[src/rtl/ddf_pkg.sv]
// Shared definitions for the DDF accumulator actor and its tag demultiplexer:
// ingress state encoding and tag/payload width derivation.
package ddf_pkg;

    typedef enum logic [1:0] {
        FETCH = 2'd0,
        LATCH = 2'd1,
        ROUTE = 2'd2
    } ingress_state_t;

    // A single flux still needs one tag bit so the token layout stays uniform.
    function automatic int unsigned tag_width(input int unsigned flux);
        return (flux > 1) ? $clog2(flux) : 1;
    endfunction

    function automatic int unsigned pay_width(input int unsigned width, input int unsigned flux);
        return width - tag_width(flux);
    endfunction

endpackage

[src/rtl/tag_fifo.sv]
// Per-flux synchronous FIFO: registered count, head visible combinationally.
// The caller never pushes when full nor pops when empty.
module tag_fifo #(
    parameter int unsigned WIDTH = 7,
    parameter int unsigned DEPTH = 4,
    localparam int unsigned AW   = (DEPTH > 1) ? $clog2(DEPTH) : 1,
    localparam int unsigned CW   = AW + 1
) (
    input  logic             ck,
    input  logic             rst,
    input  logic             push,
    input  logic [WIDTH-1:0] push_data,
    input  logic             pop,
    output logic [WIDTH-1:0] head,
    output logic [CW-1:0]    count
);

    logic [WIDTH-1:0] mem [DEPTH];
    logic [AW-1:0]    wr_ptr;
    logic [AW-1:0]    rd_ptr;

    always_ff @(posedge ck) begin
        if (rst) begin
            wr_ptr <= '0;
            rd_ptr <= '0;
            count  <= '0;
        end else begin
            if (push) wr_ptr <= wr_ptr + AW'(1);
            if (pop)  rd_ptr <= rd_ptr + AW'(1);
            if (push && !pop) begin
                count <= count + CW'(1);
            end else if (pop && !push) begin
                count <= count - CW'(1);
            end
        end
    end

    // Storage carries no reset; emptiness is tracked by count alone.
    always_ff @(posedge ck) begin
        if (push && !rst) begin
            mem[wr_ptr] <= push_data;
        end
    end

    assign head = mem[rd_ptr];

endmodule

[src/rtl/tag_demux.sv]
// Steers tagged tokens from one upstream FIFO into per-flux FIFOs, stripping the tag.
// A full flux FIFO stalls ingress on that token only; other fluxes keep draining.
module tag_demux
    import ddf_pkg::*;
#(
    parameter int unsigned FLUX       = 2,
    parameter int unsigned WIDTH      = 8,
    parameter int unsigned DEPTH      = 4,
    localparam int unsigned TAG_WIDTH = tag_width(FLUX),
    localparam int unsigned PAY_WIDTH = pay_width(WIDTH, FLUX)
) (
    input  logic                      ck,
    input  logic                      rst,
    input  logic                      in0_empty,
    output logic                      in0_read,
    input  logic [WIDTH-1:0]          in0_data,
    input  logic [FLUX-1:0]           out_full,
    output logic [FLUX-1:0]           out_wr,
    output logic [PAY_WIDTH*FLUX-1:0] out_data,
    output logic                      drop_err
);

    localparam int unsigned AW = $clog2(DEPTH);
    localparam int unsigned CW = AW + 1;

    ingress_state_t state;
    ingress_state_t state_next;

    logic [TAG_WIDTH-1:0] hold_tag;
    logic [PAY_WIDTH-1:0] hold_pay;
    logic [31:0]          tag_ext;
    logic                 tag_ok;
    logic                 sel_full;
    logic [FLUX-1:0]      sel_vec;
    logic [FLUX-1:0]      push;
    logic [FLUX-1:0]      pop;
    logic [FLUX-1:0]      nonempty;
    logic [CW-1:0]        count [FLUX];
    logic [PAY_WIDTH-1:0] head  [FLUX];

    // Widened so the out-of-range test stays meaningful when FLUX is not a power of two.
    assign tag_ext = 32'(hold_tag);
    assign tag_ok  = tag_ext < FLUX;

    always_comb begin
        sel_vec  = '0;
        sel_full = 1'b0;
        for (int unsigned f = 0; f < FLUX; f++) begin
            if (tag_ext == f) begin
                sel_vec[f] = 1'b1;
                sel_full   = (count[f] == CW'(DEPTH));
            end
        end
    end

    always_ff @(posedge ck) begin
        if (rst) begin
            state    <= FETCH;
            hold_tag <= '0;
            hold_pay <= '0;
        end else begin
            state <= state_next;
            if (state == LATCH) begin
                hold_tag <= in0_data[WIDTH-1 -: TAG_WIDTH];
                hold_pay <= in0_data[PAY_WIDTH-1:0];
            end
        end
    end

    always_comb begin
        state_next = state;
        in0_read   = 1'b0;
        drop_err   = 1'b0;
        push       = '0;
        case (state)
            FETCH: begin
                in0_read = ~in0_empty;
                if (!in0_empty) state_next = LATCH;
            end
            LATCH: begin
                state_next = ROUTE;
            end
            ROUTE: begin
                if (!tag_ok) begin
                    drop_err   = 1'b1;
                    state_next = FETCH;
                end else if (!sel_full) begin
                    // Next upstream read overlaps this push to sustain one token per two cycles.
                    push       = sel_vec;
                    in0_read   = ~in0_empty;
                    state_next = in0_empty ? FETCH : LATCH;
                end
            end
            default: begin
                state_next = FETCH;
            end
        endcase
        if (rst) begin
            in0_read = 1'b0;
            drop_err = 1'b0;
            push     = '0;
        end
    end

    for (genvar f = 0; f < FLUX; f++) begin : g_flux
        tag_fifo #(
            .WIDTH (PAY_WIDTH),
            .DEPTH (DEPTH)
        ) u_fifo (
            .ck        (ck),
            .rst       (rst),
            .push      (push[f]),
            .push_data (hold_pay),
            .pop       (pop[f]),
            .head      (head[f]),
            .count     (count[f])
        );

        assign nonempty[f] = (count[f] != '0) & ~rst;
        assign out_wr[f]   = nonempty[f] & ~out_full[f];
        assign pop[f]      = out_wr[f];
        assign out_data[f*PAY_WIDTH +: PAY_WIDTH] = nonempty[f] ? head[f] : '0;
    end

endmodule
[config.mk]
export PLATFORM = sky130hd
export DESIGN_NAME = tag_demux
export DESIGN_NICKNAME = d
export VERILOG_FILES = /design/src/rtl/ddf_pkg.sv /design/src/rtl/tag_fifo.sv /design/src/rtl/tag_demux.sv
export SDC_FILE = /design/constraint.sdc
export NUM_CORES = 1
export LEC_CHECK = 0
export ABC_AREA = 1
export CAP_MARGIN = 20
export CORE_AREA = 8 8 86 88
export DETAILED_ROUTE_END_ITERATION = 7
export DIE_AREA = 0 0 94 96
export HOLD_SLACK_MARGIN = 0.12
export PLACE_DENSITY = 0.82
export SETUP_SLACK_MARGIN = 0.5
export SLEW_MARGIN = 20
export SYNTH_ARGS = -nofsm -noshare
export SYNTH_HDL_FRONTEND = slang
export SYNTH_SLANG_ARGS = --single-unit
[constraint.sdc]
create_clock -name ck -period 3.8 [get_ports ck]
set_input_delay 0.76 -clock ck [delete_from_list [all_inputs] [get_ports ck]]
set_output_delay 0.76 -clock ck [all_outputs]
set_load 0.01 [all_outputs]
==> out/metrics.cfg <==
[synth]
synth.distinct_cells=27
yosysSeqAreaShare=0.6235
synth.area.top_cells=edfxtp_1 47%, dfxtp_1 16%, nor2_1 10%, o21ai_0 6.0%, inv_1 4.3%
synth.net_count=384
yosysTopAreaCell=edfxtp_1
yosysTopAreaCellShare=0.4676
syn_area_per_cell_um2=10.02
synth_cells=359
syn-cell-area_um2=3596
ys_ff_latch=84
yosysWarningCount=0

[placed_design]
routabilityCongestion=0.8722
place_hpwl_um=4607
port_buffers=29

[worst_setup_path]
required_ns=3.04
cp-start-kind=primary input
rr_worst_depth=11
worst-endpoint-arrival_ns=2.34
cp_max_fo=12
critPathCaptureType=output pin
rrSetupSlack_ns=1.64
worst-setup-path-type=in -> out

[power_and_ir_drop]
ir_drop_mv=0.1984
intPower_mw=1.377
p_leak_nw=1.537
switching_share=0.2238
pwr-share-seq=0.576
clkPwrFrac=0.340
power_switching_mw=0.3972
p_per_area_nw_per_um2=432.4
p_total_mw=1.775
p_comb_frac=0.085

[layout]
fillCellCount=458
final_cell_mix=97 x nor2_1, 56 x edfxtp_1, 43 x o21ai_0
area_growth_pct=14.13
register_area_um2=2242
multi_input_area_um2=1111
nets=413
drive_gt1_frac=0.05852
mostFrequentLayoutCell=nor2_1
antenna_cells=0

[timing]
period_minus_slack_ns=3.105
worst_pin_slew_ns=0.6646
drv_slew=0
hold_violations=0
clock_skew_ns=0.006466
rsz0062_at_grt=false
timing.fmax_mhz=322.1
final.setup.tns_ns=0
period_share=0.8170
setup_viol=0
slew_headroom=0.5553

[clocking]
hold_buffers=0
clockBufferDepth=2
insertion_delay_ns=0.34
root_buffer=clkbuf_8
cts_sinks=84
cts_setup_buffers=0
cts_tree=built
clk_pin_slew_ns=0.07
htree_num_levels=3
cts_resized=1
numCtsBuffers=9

[die]
die_height_um=96
die_width_um=94
coreArea_um2=6096
start_util=0.5899
io-pin-count=31
row_count=29
fp.dieArea_um2=9024

[global_routing]
gr-usage-all-layers=0.1588
grt_max_degree=16
grt_pass1_vias=2494
antenna_found_initial=0
grt_pass1_wl_um=10960
grt-ovfl-total=0

[detailed_routing]
first_pass_iters=4
ant_nets=0
drt_iter0_markers=181
drc=0
num_vias=2484
wl_um=6504
via_per_inst=5.285
wl_per_cell_um=13.84

[hold_path]
min_path_type=reg -> reg
min_path_cells=2

[flow_run]
cap_viol_max_count=0

[status]
status=complete, no violations

registers in the layout, indices dropped and copies added (netlist names), named ones only:
register / cells
g_flux.u_fifo.rd_ptr: 4
g_flux.u_fifo.wr_ptr: 4
hold_pay: 7
g_flux.u_fifo.mem: 56
hold_tag: 1
state: 2
g_flux.u_fifo.count: 6
worst max-delay path: stages:
cell and delay, ns:
dlygate4sd2_1 0.38, inv_4 0.21, nand2_1 0.22, a21oi_1 0.19, clkdlybuf4s50_1 0.56
Yosys cell counts:
cell type,number
nand4_2,1
clkbuf_2,2
nand3_4,1
buf_4,5
inv_4,1
o21ai_0,43
nand3_1,5
o21bai_1,2
dfxtp_1,28
a21oi_1,21
o22ai_1,1
nand2_4,1
nand4_1,2
nor2_2,1
inv_1,41
fa_1,2
edfxtp_1,56
ha_1,10
nor2_4,2
nand2_1,27
xor2_1,2
nor2_1,97
buf_2,4
nand3_2,1
buf_6,1
conb_1,1
inv_2,1
routing by layer:
layer  up-vias  global-route usage  share of wire
met3        21             0.04836          0.062
met4         0             0.09775          0.029
met1      1146              0.1831           0.42
met2        83              0.2561           0.49
met5         -                   0              0
li1       1234                   -              -
metrics by stage:
stage	instance area, um2	util	instances	hold slack (ns)	worst slack, ns
finish	4104	0.6732	470	0.4873	0.6954
global route	4104	0.6732	470	0.5319	0.5682
CTS	4104	0.6732	470	0.4896	0.6930
detailed placement	3904	0.6404	453	0.4780	0.3764
global placement	3904	0.6404	453	0.4715	0.4616
floorplan	3596	-	359	0.4574	1.643
logic make-up (layout without fill, tap and decap cells):
group / count (synthesis) / after routing / synth area share
compound gates: 67 / 67 / 0.09499
buf+inv: 55 / 89 / 0.06750
flops: 84 / 84 / 0.6235
simple gates: 138 / 138 / 0.1621
other cells: 1 / 1 / 0.001043
xor+xnor: 2 / 2 / 0.004872
fa+ha+maj: 12 / 12 / 0.04593
final timing paths:
| path | from | endpoint |
|---|---|---|
| setup / recovery | rst | out_data[2] |
| hold reg to reg | g_flux[1].u_fifo.count[1]$_SDFFE_PP0P_ | g_flux[1].u_fifo.count[1]$_SDFFE_PP0P_ |
| setup reg to reg | state[1]$_SDFFE_PP0P_ | g_flux[1].u_fifo.count[2]$_SDFFE_PP0P_ |
| hold / removal | g_flux[1].u_fifo.count[1]$_SDFFE_PP0P_ | g_flux[1].u_fifo.count[1]$_SDFFE_PP0P_ |
power groups by stage:
stage	Combinational (mW)	Sequential (mW)	Clock [mW]
6_report	0.150	1.02	0.603
5_1_grt	0.169	1.03	0.649
4_1_cts	0.151	1.02	0.615
3_5_place_dp	0.149	1.04	0
3_3_place_gp	0.144	1.04	0
2_1_floorplan	0.0993	1.03	0
cell type report:
type,instances,area share
sequential,84,0.5463
inverter,43,0.03994
clock inverter,4,0.01189
clock buffer,12,0.03537
multi-input combinational,220,0.2707
tap,77,0.02348
timing repair buffer,29,0.07043
timing repair inverter,1,0.001829
Power figures use the tool's default switching activity.
